File: src/rtl/uart_pkg.sv
// Shared UART definitions: transmit FSM states, parity modes and frame width.
`timescale 1ns/1ps
package uart_pkg;

  localparam int UART_DATA_BITS = 8;

  localparam int PARITY_NONE = 0;
  localparam int PARITY_EVEN = 1;
  localparam int PARITY_ODD  = 2;

  typedef enum logic [2:0] {
    ST_IDLE,
    ST_FETCH,
    ST_LOAD,
    ST_START,
    ST_DATA,
    ST_PARITY,
    ST_STOP
  } uart_tx_state_t;

  function automatic logic parity_bit(input logic [UART_DATA_BITS-1:0] data, input int mode);
    case (mode)
      PARITY_EVEN: return ^data;
      PARITY_ODD:  return ~^data;
      default:     return 1'b0;
    endcase
  endfunction

endpackage

File: src/rtl/uart_fifo_tx.sv
// Drains a byte FIFO onto a UART line (8N1/8E1/8O1, 1-2 stop bits); start bit falls 2 cycles after the pop.
// Pops only when the FIFO is non-empty in IDLE or on the last stop cycle; the line has no backpressure.
`timescale 1ns/1ps
module uart_fifo_tx
  import uart_pkg::*;
#(
  parameter int CLK_FREQ  = 100_000_000,
  parameter int BAUD_RATE = 115_200,
  parameter int PARITY    = 0,
  parameter int STOP_BITS = 1
) (
  input  logic                      clk,
  input  logic                      rst_n,
  input  logic                      fifo_empty_i,
  input  logic [UART_DATA_BITS-1:0] fifo_read_data_i,
  output logic                      fifo_rd_en_o,
  output logic                      tx_o,
  output logic                      busy_o,
  output logic                      tx_done_o
);

  localparam int CLKS_PER_BIT = CLK_FREQ / BAUD_RATE;
  localparam int CW           = (CLKS_PER_BIT > 1) ? $clog2(CLKS_PER_BIT) : 1;
  localparam logic [CW-1:0] BAUD_LAST    = CW'(CLKS_PER_BIT - 1);
  localparam logic [CW-1:0] BAUD_PRELAST = CW'(CLKS_PER_BIT - 2);
  localparam logic          STOP_LAST    = (STOP_BITS == 2);
  localparam bit            PARITY_EN    = (PARITY != PARITY_NONE);

  if (CLKS_PER_BIT < 2) begin : g_bad_baud
    $error("uart_fifo_tx: CLK_FREQ/BAUD_RATE must be at least 2");
  end
  if (PARITY < PARITY_NONE || PARITY > PARITY_ODD) begin : g_bad_parity
    $error("uart_fifo_tx: PARITY must be 0, 1 or 2");
  end
  if (STOP_BITS != 1 && STOP_BITS != 2) begin : g_bad_stop
    $error("uart_fifo_tx: STOP_BITS must be 1 or 2");
  end

  uart_tx_state_t            r_state;
  logic [CW-1:0]             r_baud_cnt;
  logic [2:0]                r_bit_idx;
  logic                      r_stop_cnt;
  logic [UART_DATA_BITS-1:0] r_shift;
  logic                      r_parity;
  logic                      r_tx;
  logic                      r_rd_en;
  logic                      r_busy;
  logic                      r_tx_done;
  logic                      w_bit_end;
  logic                      w_last_stop;

  assign w_bit_end   = (r_baud_cnt == BAUD_LAST);
  assign w_last_stop = (r_stop_cnt == STOP_LAST);

  assign fifo_rd_en_o = r_rd_en;
  assign tx_o         = r_tx;
  assign busy_o       = r_busy;
  assign tx_done_o    = r_tx_done;

  always_ff @(posedge clk or negedge rst_n) begin
    if (!rst_n) begin
      r_state    <= ST_IDLE;
      r_baud_cnt <= '0;
      r_bit_idx  <= '0;
      r_stop_cnt <= 1'b0;
      r_shift    <= '0;
      r_parity   <= 1'b0;
      r_tx       <= 1'b1;
      r_rd_en    <= 1'b0;
      r_busy     <= 1'b0;
      r_tx_done  <= 1'b0;
    end else begin
      r_rd_en    <= 1'b0;
      r_tx_done  <= 1'b0;
      // Every bit-timed state exits on w_bit_end, so the wrap to 0 doubles as the entry clear.
      r_baud_cnt <= w_bit_end ? '0 : r_baud_cnt + 1'b1;
      case (r_state)
        ST_IDLE: begin
          r_baud_cnt <= '0;
          r_tx       <= 1'b1;
          if (!fifo_empty_i) begin
            r_state <= ST_FETCH;
            r_rd_en <= 1'b1;
            r_busy  <= 1'b1;
          end
        end
        ST_FETCH: begin
          r_baud_cnt <= '0;
          r_state    <= ST_LOAD;
        end
        ST_LOAD: begin
          r_baud_cnt <= '0;
          r_shift    <= fifo_read_data_i;
          r_parity   <= parity_bit(fifo_read_data_i, PARITY);
          r_tx       <= 1'b0;
          r_state    <= ST_START;
        end
        ST_START: begin
          if (w_bit_end) begin
            r_tx    <= r_shift[0];
            r_state <= ST_DATA;
          end
        end
        ST_DATA: begin
          if (w_bit_end) begin
            r_bit_idx <= r_bit_idx + 3'd1;
            if (r_bit_idx == 3'd7) begin
              r_stop_cnt <= 1'b0;
              if (PARITY_EN) begin
                r_tx    <= r_parity;
                r_state <= ST_PARITY;
              end else begin
                r_tx    <= 1'b1;
                r_state <= ST_STOP;
              end
            end else begin
              r_shift <= r_shift >> 1;
              r_tx    <= r_shift[1];
            end
          end
        end
        ST_PARITY: begin
          if (w_bit_end) begin
            r_tx       <= 1'b1;
            r_stop_cnt <= 1'b0;
            r_state    <= ST_STOP;
          end
        end
        ST_STOP: begin
          r_tx <= 1'b1;
          // Registered pulse: raise it one cycle early so it lands on the final stop cycle.
          if (w_last_stop && r_baud_cnt == BAUD_PRELAST) r_tx_done <= 1'b1;
          if (w_bit_end) begin
            if (!w_last_stop) begin
              r_stop_cnt <= 1'b1;
            end else if (!fifo_empty_i) begin
              r_rd_en <= 1'b1;
              r_state <= ST_FETCH;
            end else begin
              r_busy  <= 1'b0;
              r_state <= ST_IDLE;
            end
          end
        end
        default: begin
          r_tx    <= 1'b1;
          r_busy  <= 1'b0;
          r_state <= ST_IDLE;
        end
      endcase
    end
  end

endmodule

File: config.mk
export PLATFORM = sky130hd
export DESIGN_NAME = uart_fifo_tx
export DESIGN_NICKNAME = d
export VERILOG_FILES = /design/src/rtl/uart_pkg.sv /design/src/rtl/uart_fifo_tx.sv
export SDC_FILE = /design/constraint.sdc
export NUM_CORES = 1
export LEC_CHECK = 0
export ABC_AREA = 1
export CAP_MARGIN = 20
export CORE_UTILIZATION = 42
export CTS_CLUSTER_SIZE = 28
export DETAILED_ROUTE_END_ITERATION = 7
export MAX_ROUTING_LAYER = met4
export PLACE_DENSITY = 0.6
export REMOVE_ABC_BUFFERS = 1
export SLEW_MARGIN = 25
export SYNTH_ARGS = -nofsm -noshare
export SYNTH_HDL_FRONTEND = slang
export SYNTH_SLANG_ARGS = --single-unit
export TNS_END_PERCENT = 1
File: constraint.sdc
create_clock -name clk -period 3.7 [get_ports clk]
set_clock_uncertainty 0.2 [all_clocks]
set_input_delay 0.37 -clock clk [delete_from_list [all_inputs] [get_ports clk]]
set_output_delay 0.37 -clock clk [all_outputs]
set_load 0.1 [all_outputs]
-- After elaboration in Yosys (flattened, before gate mapping)
Index checks and enable logic that the tools add are counted.
- add/subtract/negate cells: 2
- reduce and logical (&&, ||, !) cells: 12
- mux-type cells: 36
- bitwise logic cells: 3
- equality and inequality tests: 18
- operators with widths (kind ; count):
    2-to-1 mux 3 bit ; 7
    case mux 3 bit (7 select lines) ; 1
    == test 10 bit (second input constant) ; 2
    2-to-1 mux 10 bit ; 2
    2-to-1 mux 1 bit ; 19
    inequality test 2 bit (second input constant) ; 9
    2-to-1 mux 8 bit ; 2
    case mux 8 bit (2 select lines) ; 1
    == test 3 bit (second input constant) ; 4
    adder 10 x 1 -> 10 bit (second input constant) ; 1
    AND reduction 5 bit ; 2
    AND reduction 7 bit ; 1
    == test 3 x 2 -> 1 bit (second input constant) ; 2
    case mux 1 bit (3 select lines) ; 2
    case mux 1 bit (5 select lines) ; 1
    OR reduction 5 bit ; 1
    AND reduction 4 bit ; 1
    adder 3 x 1 -> 3 bit (second input constant) ; 1
    == test 3 x 1 -> 1 bit (second input constant) ; 1
    logical NOT 3 bit ; 1
    NOT 1 bit ; 3
    AND reduction 3 bit ; 1
    nonzero test 3 bit ; 1
    OR reduction 3 bit ; 1
    4 further kinds ; 4
- bits in registers: 29
- input bits: 11
- logic and storage cells: 80

-- Logic depth before layout (Yosys ltp)
- depth after elaboration: 4
- mapped depth: 9
- depth with buffers taken out: 9

-- Worst setup path before layout
Ideal clock, no wire load.
- kind: reg2reg
- start: register r_bit_idx[0]
- end: register r_shift[2]
- data required time: 3.374 ns
- stages on the path, launching flop included: 8
- setup slack: 2.036 ns
- period minus slack after synthesis: 1.664 ns
- data arrival time: 1.338 ns
- setup time: 0.126 ns
- cell sequence: dfrtp_1 > ha_1 > ha_1 > o21ai_4 > inv_2 > nor2_4 > buf_6 > o21ai_0
- word-level cells in the longest chain between the ends: 3
- ends and longest elaborated chain (item ; RTL line ; text):
    from (decl) ; uart_fifo_tx.sv:41 ; logic [2:0] r_bit_idx;
    from (signal assigned) ; uart_fifo_tx.sv:106 ; r_bit_idx <= r_bit_idx + 3'd1;
    == test 3 bit ; uart_fifo_tx.sv:107 ; if (r_bit_idx == 3'd7) begin
    inequality test 2 bit (no source line) ; n/a ;
    AND reduction 3 bit (no source line) ; n/a ;
    to (signal assigned) ; uart_fifo_tx.sv:93 ; r_shift <= fifo_read_data_i;
    to (signal assigned) ; uart_fifo_tx.sv:117 ; r_shift <= r_shift >> 1;
    to (decl) ; uart_fifo_tx.sv:43 ; logic [UART_DATA_BITS-1:0] r_shift;
No other way between the ends.
A chain may end at the register's enable or synchronous reset.

-- Worst setup path in the final report
- start: register r_tx, in the netlist tx_o
- end: output tx_o
- RTL lines (item ; RTL line ; text):
    from (decl) ; uart_fifo_tx.sv:45 ; logic r_tx;
    from (signal assigned) ; uart_fifo_tx.sv:100 ; r_tx <= r_shift[0];
    from (signal assigned) ; uart_fifo_tx.sv:110 ; r_tx <= r_parity;
    from (signal assigned) ; uart_fifo_tx.sv:118 ; r_tx <= r_shift[1];
    to (decl) ; uart_fifo_tx.sv:17 ; output logic tx_o,
No word-level cell between the ends.

==> summary.txt <==
Logic synthesis
  – Seq/Total Area, Yosys: 0.456
  – Synthesis warning total: 0
  – Syn avg cell area: 8.10 µm²
  – Synthesized flop and latch total: 28
  – Cells after Synth: 190
  – Netlist cell types: 28
  – Synthesized area: 1540 µm²

Global route
  – Largest net degree at the start of global routing: 29
  – Vias in the first global route: 1,165
  – Total grt overflow: 0
  – Global-route wire length before repair: 4.88 mm
  – GRT Resource Usage Total: 0.160
  – Initial antenna violation count: 0

Cells and area
  – FF/Latch Area: 702 µm²
  – Layout fillers: 345
  – Multi-input gate area: 707 µm²
  – Nets: 221
  – Most frequent cells in the layout: 40 x nand2_1, 27 x dfrtp_1, 21 x nor2_1, 20 x inv_1, 20 x o21ai_0
  – Most common cell after layout, fill and taps aside: nand2_1
  – Fin cells: 251
  – Layout cells sized above 1: 0.137
  – Final instance area: 1740 µm²
  – P&R area growth vs syn: 12.9%
  – Number of diodes: 0

Pwr
  – Comb pwr share: 0.056
  – Reg power frac: 0.662
  – VDD IR max: 113 µV
  – Internal Dissipation: 0.367 mW
  – PD cells: 271 nW/µm²
  – Psw: 0.104 mW
  – Switching Share: 0.221
  – Total Power: 0.471 mW
  – Pleak: 0.860 nW
  – Clock Power Share: 0.282

Drt
  – Final ANT Viol Nets: 0
  – WL/cell: 10.5 µm
  – Via density: 4.73
  – Via Count: 1,186
  – Violation count after the first detailed-route iteration: 46
  – DRC violations left: 0
  – Drt total wl: 2.65 mm
  – DRT Pass-1 Iters: 4

Worst setup path
  – Req. time, crit path: 3.13 ns
  – Critical path, cell by cell: clkdlybuf4s50_1
  – Levels on crit path: 1
  – Crit Path Max Fanout: 2
  – Worst EP arrival: 2.00 ns
  – R2r worst-path depth: 7
  – CP max stage cell: clkdlybuf4s50_1
  – Critical path buffers and inverters: 1
  – Crit end category: output port
  – Setup Crit Path Kind: reg -> out
  – CP top delay family: buffers and inverters
  – Crit start category: register
  – CP peak stage delay: 1.12 ns

Timing
  – Worst Tran Pin Value: 0.959 ns
  – Setup tns final: 0 ns
  – Max Transition Viols Final: 0
  – Hold Fails Final Rpt: 0
  – Setup-failing EPs final: 0
  – Fmax: 389 MHz
  – Worst relative slew slack: 0.359
  – Post-route clock period utilization: 0.695
  – Minimum clock period: 2.57 ns
  – RSZ-0062 raised after global routing: no

CTS
  – CTS tree: yes
  – Reg clk slew, reported paths: 0.15 ns
  – Clk buf depth: 2
  – CTS root buffer: clkbuf_4
  – PostCTS Resize Cnt: 0
  – Clock sink count: 28
  – CTS buffer count: 3
  – Clk_lat worst skew: 0.33 ns
  – Setup Fix Bufs, Post-CTS: 0
  – Hold Buf Count CTS: 0
  – CTS H-Tree Depth: 1

Place
  – Placed Cells: 247
  – IO Port Bufs: 14
  – Placed Area: 1710 µm²
  – RD Place Congestion: 0.816
  – Placed wire-length estimate: 2.00 mm

Floorplan
  – Core area: 3420 µm²
  – Total die area: 3910 µm²
  – Die span in x: 62.5 µm
  – Ports: 15
  – Initial core utilization: 0.451
  – Row count: 21
  – Height of the die: 62.5 µm

Status
  – Status: finished clean

Job
  – # Max-Cap Violations: 0

Hold path
  – Worst min path class: in -> async
==> logic make-up (layout without fill, tap and decap cells) <==
kind of cell,after synthesis,count (layout),share of synthesized area
AND/OR/NAND/NOR,90,90,0.274
AO/OA/AOI/OAI,35,35,0.136
flip-flops,28,28,0.456
buffers and inverters,30,45,0.0845
adder cells (fa/ha/maj),4,4,0.0325
XOR/XNOR,3,3,0.0171
==> worst paths after layout <==
path                          startpoint       endpoint  slack [ns]
setup reg to reg              r_state[1]     r_shift[6]        1.86
min in group clk           r_baud_cnt[0]  r_baud_cnt[0]        0.27
hold reg to reg            r_baud_cnt[0]  r_baud_cnt[0]        0.27
hold / removal                     rst_n  r_baud_cnt[8]        0.18
max in group asynchronous          rst_n           tx_o        2.81
setup / recovery                    tx_o           tx_o        1.13
==> synthesized netlist by cell type (all sizes together) <==
cell type,count,area share
nor3,5,0.016
nor2,29,0.097
a211oi,1,0.0049
nand3,11,0.039
xor2,1,0.0057
xnor2,2,0.011
a31oi,1,0.0041
buf,4,0.021
a21oi,6,0.020
dfrtp,27,0.44
o21ai,24,0.093
o31ai,1,0.0049
dfstp,1,0.017
nand2,44,0.12
inv,26,0.063
o21a,1,0.0049
nor3b,1,0.0049
ha,4,0.033
o211ai,1,0.0049
==> power by group through the flow <==
stage	clock network, mW	registers, mW	logic, mW
2_1_floorplan	0	0.317	0.00848
3_3_place_gp	0	0.318	0.0270
3_5_place_dp	0	0.318	0.0272
4_1_cts	0.141	0.312	0.0274
5_1_grt	0.157	0.313	0.0306
6_report	0.133	0.312	0.0266
==> stage by stage <==
stage	hold WS (ns)	worst slack, ns	util
global route	0.216	1.06	0.509
finish	0.184	1.13	0.509
global placement	0.245	1.50	0.501
floorplan	-0.126	2.03	-
detailed placement	0.257	1.51	0.501
CTS	0.192	1.11	0.509
==> final cells by class <==
class	instances	share of cell area
multi-input combinational	132	0.407
sequential	28	0.404
timing repair buffer	15	0.0850
inverter	26	0.0562
tap	46	0.0331
clock buffer	4	0.0151
==> state kept, by name, summed over array words and instances (netlist names) <==
signal / count
r_shift: 8
tx_done_o: 1
r_baud_cnt: 10
r_bit_idx: 3
busy_o: 1
r_state: 3
tx_o: 1
fifo_rd_en_o: 1
==> routing by layer <==
metal,part of all wire,vias up,GRT usage
met5,0,-,-
met4,0.013,0,0.0523
met3,0.033,4,0.0292
met2,0.45,22,0.247
met1,0.51,522,0.211
li1,-,638,-
Note: power is estimated with default switching activity, not from simulation.
